### src/rtl/mux_scan_serializer.sv
// Parallel-to-serial sequencer for an external WIDTH-to-1 mux: holds the accepted
// word on the mux data inputs, walks the select one index per clock and registers the result.
module mux_scan_serializer #(
  parameter int WIDTH     = 8,
  parameter int SEL_W     = $clog2(WIDTH),
  parameter int MSB_FIRST = 0
) (
  input  logic             clk,
  input  logic             rst,
  input  logic [WIDTH-1:0] in_data,
  input  logic             in_valid,
  output logic             in_ready,
  output logic [WIDTH-1:0] mux_in,
  output logic [SEL_W-1:0] sel,
  input  logic             mux_out,
  output logic             ser_out,
  output logic             ser_valid,
  output logic             frame_start,
  output logic             done,
  output logic             dbg_state
);

  localparam logic [SEL_W-1:0] IDX_MAX = SEL_W'(WIDTH - 1);
  localparam logic [SEL_W-1:0] FIRST   = (MSB_FIRST != 0) ? IDX_MAX : '0;
  localparam logic [SEL_W-1:0] LAST    = (MSB_FIRST != 0) ? '0 : IDX_MAX;

  typedef enum logic {IDLE = 1'b0, SHIFT = 1'b1} state_t;

  // Handshake: a word is taken on a rising edge where in_valid && in_ready; the
  // producer holds in_valid and in_data stable until then. in_ready depends only
  // on state and sel, so a new word can land on the LAST bit for a gap-free stream.
  state_t           state_q, state_d;
  logic [WIDTH-1:0] mux_in_d;
  logic [SEL_W-1:0] sel_d;
  logic             first_q, first_d;
  logic             ser_out_d, ser_valid_d, frame_start_d, done_d;
  logic             accept;

  assign dbg_state = (state_q == SHIFT);

  always_comb begin
    in_ready      = ~rst & ((state_q == IDLE) | (sel == LAST));
    accept        = in_valid & in_ready;
    state_d       = state_q;
    mux_in_d      = mux_in;
    sel_d         = sel;
    first_d       = first_q;
    ser_out_d     = ser_out;
    ser_valid_d   = 1'b0;
    frame_start_d = 1'b0;
    done_d        = 1'b0;
    case (state_q)
      IDLE: begin
        if (accept) begin
          mux_in_d = in_data;
          sel_d    = FIRST;
          first_d  = 1'b1;
          state_d  = SHIFT;
        end
      end
      SHIFT: begin
        ser_out_d     = mux_out;
        ser_valid_d   = 1'b1;
        frame_start_d = (sel == FIRST) & first_q;
        done_d        = (sel == LAST);
        first_d       = 1'b0;
        if (sel == LAST) begin
          if (accept) begin
            mux_in_d = in_data;
            sel_d    = FIRST;
            first_d  = 1'b1;
          end else begin
            state_d = IDLE;
          end
        end else if (MSB_FIRST != 0) begin
          sel_d = sel - SEL_W'(1);
        end else begin
          sel_d = sel + SEL_W'(1);
        end
      end
      default: state_d = IDLE;
    endcase
  end

  always_ff @(posedge clk or posedge rst) begin
    if (rst) begin
      state_q     <= IDLE;
      mux_in      <= '0;
      sel         <= '0;
      first_q     <= 1'b0;
      ser_out     <= 1'b0;
      ser_valid   <= 1'b0;
      frame_start <= 1'b0;
      done        <= 1'b0;
    end else begin
      state_q     <= state_d;
      mux_in      <= mux_in_d;
      sel         <= sel_d;
      first_q     <= first_d;
      ser_out     <= ser_out_d;
      ser_valid   <= ser_valid_d;
      frame_start <= frame_start_d;
      done        <= done_d;
    end
  end

endmodule

### config.mk
export PLATFORM = sky130hd
export DESIGN_NAME = mux_scan_serializer
export DESIGN_NICKNAME = d
export VERILOG_FILES = /design/src/rtl/mux_scan_serializer.sv
export SDC_FILE = /design/constraint.sdc
export NUM_CORES = 1
export LEC_CHECK = 0
export BUFFER_PORTS_ARGS = -buffer_cell sky130_fd_sc_hd__buf_2
export CAP_MARGIN = 5
export CELL_PAD_IN_SITES_DETAIL_PLACEMENT = 0
export CELL_PAD_IN_SITES_GLOBAL_PLACEMENT = 1
export CORE_ASPECT_RATIO = 1.2
export CORE_UTILIZATION = 25
export DETAILED_ROUTE_END_ITERATION = 6
export GPL_ROUTABILITY_DRIVEN = 0
export PLACE_DENSITY_LB_ADDON = 0.1
export SLEW_MARGIN = 20
export SYNTH_ARGS = -nofsm -noshare
export SYNTH_HDL_FRONTEND = slang
export SYNTH_SLANG_ARGS = --single-unit
### constraint.sdc
create_clock -name clk -period 1.49 [get_ports clk]
set_input_delay 0.298 -clock clk [delete_from_list [all_inputs] [get_ports clk]]
set_output_delay 0.298 -clock clk [all_outputs]
set_load 0.005 [all_outputs]
==> results of run 1 <==
## critical path: cells and delay by family, from the launching register on
kind                       cells  cell delay, ps
adders and majority gates      2             350
buffers and inverters          2             210
DFF                            1             400
and+or+nand+nor                2             280
## sequential cells by signal, indices dropped and copies added (netlist names)
register and count:
frame_start 1, done 1, sel 3, ser_valid 1
mux_in 8, ser_out 1, dbg_state 1, first_q 1
## layer usage
| layer | wire (µm) | up-vias | global-route usage |
|---|---|---|---|
| met5 | 0 | - | 0 |
| met4 | 12 | 0 | 0.0714 |
| met3 | 91 | 2 | 0.0251 |
| met2 | 692 | 20 | 0.183 |
| met1 | 620 | 255 | 0.122 |
| li1 | - | 250 | - |
## cells in the mapped netlist
cell     count  area share
a22o_1       2       0.025
mux2_2       2       0.032
nor2b_2      2       0.025
buf_6        1       0.016
o21ai_0      1      0.0070
ha_1         3       0.053
dfrtp_1     17        0.60
nand2_1      1      0.0053
and2b_4      1       0.014
mux2_4       8        0.17
nor2_1       3       0.016
inv_1        4       0.021
and4b_1      1       0.014
and2_1       1      0.0088
## power by group through the flow
stage / combinational, mW / sequential (mW) / clock (mW)
detailed placement: 0.882 / 0.765 / 0
finish: 1.11 / 0.750 / 0.244
floorplan: 0.443 / 0.807 / 0
global placement: 0.888 / 0.768 / 0
CTS: 1.03 / 0.756 / 0.260
global route: 1.22 / 0.770 / 0.284
## stage by stage
step / worst slack, ps / utilization / hold WS (ps) / power (mW)
final: -336 / 0.414 / 35.3 / 2.11
after global placement: -288 / 0.368 / 363 / 1.66
after global routing: -390 / 0.414 / 35.1 / 2.27
after floorplan: -111 / - / 224 / 1.25
after detailed placement: -335 / 0.368 / 357 / 1.65
after CTS: -332 / 0.402 / 31.4 / 2.04
## worst max path at each step
stage | startpoint | to | slack (ps) | depth (start not counted)
after floorplan | sel[1] | mux_in[0] | -110 | 6
after global placement | sel[1] | mux_in[5] | -290 | 5
after detailed placement | sel[1] | mux_in[0] | -340 | 5
after CTS | sel[1] | in_ready | -330 | 6
after global routing | sel[1] | in_ready | -390 | 6
final | sel[1] | in_ready | -340 | 6
## what timing repair did
item,4_1_cts,5_1_grt
cloned,0,0
buffers inserted,4,2
pin swaps,1,2
setup endpoints to repair,13,13
gates resized for setup,5,4
hold buffers,0,0
## kinds of logic after synthesis
logic type	after synthesis	synth area share
simple gates	9	0.0825
mux	10	0.200
buf+inv	5	0.0368
flops	17	0.596
fa+ha+maj	3	0.0526
compound gates	3	0.0316
## cell type report
type                       instances  area [µm²]
sequential                        17         425
tap                               33        41.3
inverter                           4        15.0
multi-input combinational         25         289
clock inverter                     1        5.00
clock buffer                       3        22.5
timing repair buffer              43         290
fill                             255        1540
==> metrics.md, run 1 <==
| Metric | Value |
|---|---|
| Slowest stage cell, crit path | dfrtp_1 |
| Initial antenna violation count | 0 |
| Gate power share | 0.528 |
| Worst setup margin | -336 ps |
| I/O pin count | 29 |
| Syn avg cell area | between 15 and 20 µm² |
| WP data arrival | 1530 ps |
| Number of max-cap violations | 0 |
| Crit path required time | 1190 ps |
| Synth warn | 0 |
| Syn Std Cell Area | around 710 µm² |
| Share of power burned in registers | 0.356 |
| Yosys reg bits | 17 |
| Failing checks | negative setup slack |
| P_leak | 0.561 nW |
| Crit start category | register |
| Kind of end point of the critical path | primary output |
| Vias in the first global route | 520 |
| R2r startpoint | sel[1] |
| Synth Instances | 47 |
| First-pass GRT wire length | between 2 and 2.5 mm |
| Drt first pass iters | 2 |
| Path depth of the worst reg2reg path | 7 |
| Setup TNS | -2460 ps |
| Sink Count | 17 |
| Starting Density | 0.271 |
| Initial DRC Count | 4 |
| Placed instance area | about 970 µm² |
| Diode count | 0 |
| Fin area | ~1100 µm² |
| Post-Syn Nets | 62 |
| Num CTS Buffers | 3 |
| CTS tree | done |
| # port buffers | 28 |
| Clock period minus final worst setup slack | between 1500 and 2000 ps |
| RSZ-0062 raised after global routing | true |
| Max clock buf depth | 2 |
| Width of the die | around 50 µm |
| Pwr/cell area | about 1900 nW/µm² |
| Share of cells above drive strength 1 | 0.677 |
| Clock power frac | 0.116 |
| Fmax | between 0.5 and 0.6 GHz |
| Most frequent cells in the layout | buf_2, dfrtp_1, buf_4, mux2_4, buf_6 |
| Seq/Total Area, Yosys | 0.596 |
| CTS H-tree lvls | 1 |
| Setup Skew | roughly 4.1 ps |
| Worst-path maximum fanout | 2 |
| Vias | approximately 530 |
| Pint | about 1.5 mW |
| Most common cell after layout, fill and taps aside | buf_2 |
| Fin crit share | 1.23 |
| Placed Cells incl. Taps | approximately 120 |
| Flop-to-flop setup slack | -210 ps |
| Nets | 109 |
| Switching Fraction | 0.296 |
| Slew margin rel. | 0.851 |
| Fin cells | around 130 |
| NetSw | approximately 0.62 mW |
| Row Count | 20 |
| Gr usage total | 0.108 |
| Crit Path Class | register to primary output |
| Vias per inst | around 4.2 |
| RR Endpoint | mux_in[5] |
| Layout area overhead | 52.6% |
| WL per Instance | roughly 11 µm |
| Global route overflow | 0 |
| Status | finished with violations |
| Slew @ Worst Pin | 224 ps |
| Synth cell types | 14 |
| Hold crit path type | input port to asynchronous set/reset pin |
| Slew Limit Fails | 0 |
| Final count of hold timing violations | 0 |
| Max VDD drop | around 800 µV |
| Largest net degree at the start of global routing | 18 |
| Crit path cell chain | ha_2 -> ha_4 -> and2b_4 -> buf_6 -> nor2_1 -> buf_2 |
| Clock-pin slew on the worst setup and hold paths | 100 ps |
| DRT antenna net count | 0 |
| Final wirelength | ~1.4 mm |
| Core area | approximately 2600 µm² |
| Die Y | about 61 µm |
| Largest stage delay, worst path | approximately 400 ps |
| Clk root buf | clkbuf_4 |
| Drt drc | 0 |
| Clock Latency Late Sink | approximately 280 ps |
| Die ar. | 3070 µm² |
| Final setup vio count | 13 |
Note: power is estimated with default switching activity, not from simulation.
==> inputs of run 2 (changes only) <==
--- a/config.mk
+++ b/config.mk
@@ -10,7 +10,8 @@
 export CELL_PAD_IN_SITES_DETAIL_PLACEMENT = 0
 export CELL_PAD_IN_SITES_GLOBAL_PLACEMENT = 1
 export CORE_ASPECT_RATIO = 1.2
-export CORE_UTILIZATION = 25
+export CORE_UTILIZATION = 32
+export CTS_CLUSTER_SIZE = 20
 export DETAILED_ROUTE_END_ITERATION = 6
 export GPL_ROUTABILITY_DRIVEN = 0
 export PLACE_DENSITY_LB_ADDON = 0.1
==> run 2 against run 1 <==
The flow still finishes with violations (negative setup slack). Die area down 21%. Cell count unchanged. Register-to-register slack worse by 30 ps. Sequential power up 1%.
==> metrics.md, run 2 (same netlist as run 1, synthesis figures left out) <==
| Metric | Value |
|---|---|
| Share of cells above drive strength 1 | 0.698 |
| Vias per inst | ~4.3 |
| Starting Density | 0.344 |
| Post-layout util | 0.533 |
| Num CTS Buffers | 3 |
| Die Y | approximately 54 µm |
| Gate power share | 0.526 |
| Pint | between 1 and 1.5 mW |
| Nets | about 110 |
| Hold WS | around 140 ps |
| DP Wirelength | approximately 1.0 mm |
| Number of max-cap violations | 0 |
| Status | finished with violations |
| I/O pin count | 29 |
| Most frequent cells in the layout | buf_2, dfrtp_1, buf_4, mux2_4, buf_6 |
| Crit Path Class | register to primary output |
| Total power | 2.10 mW |
| Diode count | 0 |
| Width of the die | 45.1 µm |
| Layout area overhead | 54.7% |
| Row Count | 18 |
| Drt drc | 0 |
| Clock power frac | 0.113 |
| Vias | ~540 |
| Failing checks | negative setup slack |
| Crit path required time | between 1000 and 1500 ps |
| # fillers | around 200 |
| Max clock buf depth | 2 |
| Global route overflow | 0 |
| RSZ-0062 raised after global routing | true |
| Switching Fraction | 0.300 |
| Worst-path maximum fanout | 2 |
| # port buffers | 28 |
| DRT antenna net count | 0 |
| Initial antenna violation count | 0 |
| WP data arrival | about 1500 ps |
| Crit start category | register |
| CTS tree | done |
| Gr usage total | 0.144 |
| Fin crit share | 1.22 |
| P_leak | 0.574 nW |
| Slew Limit Fails | 0 |
| Pwr/cell area | 1910 nW/µm² |
| WL per Instance | roughly 12 µm |
| Max reg flops | 8 |
| Fmax | 0.550 GHz |
| Most common cell after layout, fill and taps aside | buf_2 |
| Slew margin rel. | 0.855 |
| Vias in the first global route | roughly 530 |
| Final wirelength | roughly 1.5 mm |
| Sink Count | 17 |
| Final setup vio count | 12 |
| Clock Latency Late Sink | approximately 280 ps |
| Final count of hold timing violations | 0 |
| Clock period minus final worst setup slack | approximately 1800 ps |
| Regs by FF count | mux_in: 8 flops, sel: 3 flops |
| Core area | about 2100 µm² |
| First-pass GRT wire length | approximately 2.3 mm |
| Top reg by flops | mux_in |
| Drt first pass iters | 4 |
| Slew @ Worst Pin | 218 ps |
| Max VDD drop | 1070 µV |
| Die ar. | about 2400 µm² |
| CTS H-tree lvls | 1 |
| Clk root buf | clkbuf_4 |
| CTS Hold Bufs | 0 |
| Hold crit path type | input port to asynchronous set/reset pin |
| Worst setup margin | -327 ps |
| Initial DRC Count | 8 |
| Kind of end point of the critical path | primary output |
| Largest net degree at the start of global routing | 18 |
| Share of power burned in registers | 0.361 |
| Setup Skew | between 9 and 10 ps |
| Clock-pin slew on the worst setup and hold paths | 100 ps |
| NetSw | 0.631 mW |
[run 2: changes by cell type in the layout (fill, tap and decap cells not counted), sizes merged]
cell  change
buf       +3
[run 2: worst paths after layout]
check,from,endpoint,slack [ps],cells past startpoint
hold reg to reg,mux_in[3],mux_in[3],510,1
max in group asynchronous,rst,mux_in[6],1150,4
setup reg to reg,sel[1],mux_in[1],-240,7
hold / removal,rst,mux_in[4],140,4
min in group clk,mux_out,ser_out,240,2
setup / recovery,sel[1],in_ready,-330,6
[run 2: repair_timing]
action                     in CTS  in global routing
pin swaps                       5                  2
gates cloned                    0                  0
setup endpoints to repair      12                 13
setup buffers                   9                  1
gates resized for setup         9                  1
[run 2: layer usage]
metal | vias to the layer above | global-route usage | part of all wire
met4 | 0 | 0.0606 | 0
li1 | 254 | - | -
met5 | - | 0 | 0
met2 | 19 | 0.256 | 0.51
met3 | 0 | 0.0336 | 0.052
met1 | 269 | 0.162 | 0.44
[run 2: cell type report]
| cell class | count | area, µm² | area share |
|---|---|---|---|
| inverters | 4 | 15.0 | 0.0136 |
| flip-flops and latches | 17 | 425 | 0.385 |
| clock inverters | 1 | 5.00 | 0.00454 |
| well taps | 30 | 37.5 | 0.0340 |
| multi-input cells | 25 | 292 | 0.264 |
| clock buffers | 3 | 22.5 | 0.0204 |
| repair buffers | 46 | 307 | 0.278 |
[run 2: worst max-delay path, stage by stage, from the launching register on]
cell	delay [ps]
dfrtp_1	400
ha_2	200
ha_4	150
and2b_4	250
buf_6	90
nor2_2	20
buf_2	110
[run 2: power by group through the flow]
stage | registers, mW | clock network, mW | logic, mW
final | 0.760 | 0.238 | 1.11
after CTS | 0.761 | 0.252 | 1.13
after global routing | 0.779 | 0.270 | 1.23
after detailed placement | 0.770 | 0 | 0.884
after global placement | 0.771 | 0 | 0.870
after floorplan | 0.807 | 0 | 0.443
[run 2: per-stage QoR]
step | setup WS (ps) | cells | instance area (µm²) | TNS [ps]
after floorplan | -111 | 47 | 728 | -885
after global placement | -248 | 113 | 962 | -2100
after detailed placement | -304 | 113 | 962 | -2530
after CTS | -345 | 126 | 1100 | -2760
after global routing | -387 | 126 | 1100 | -3050
final | -327 | 126 | 1100 | -2380
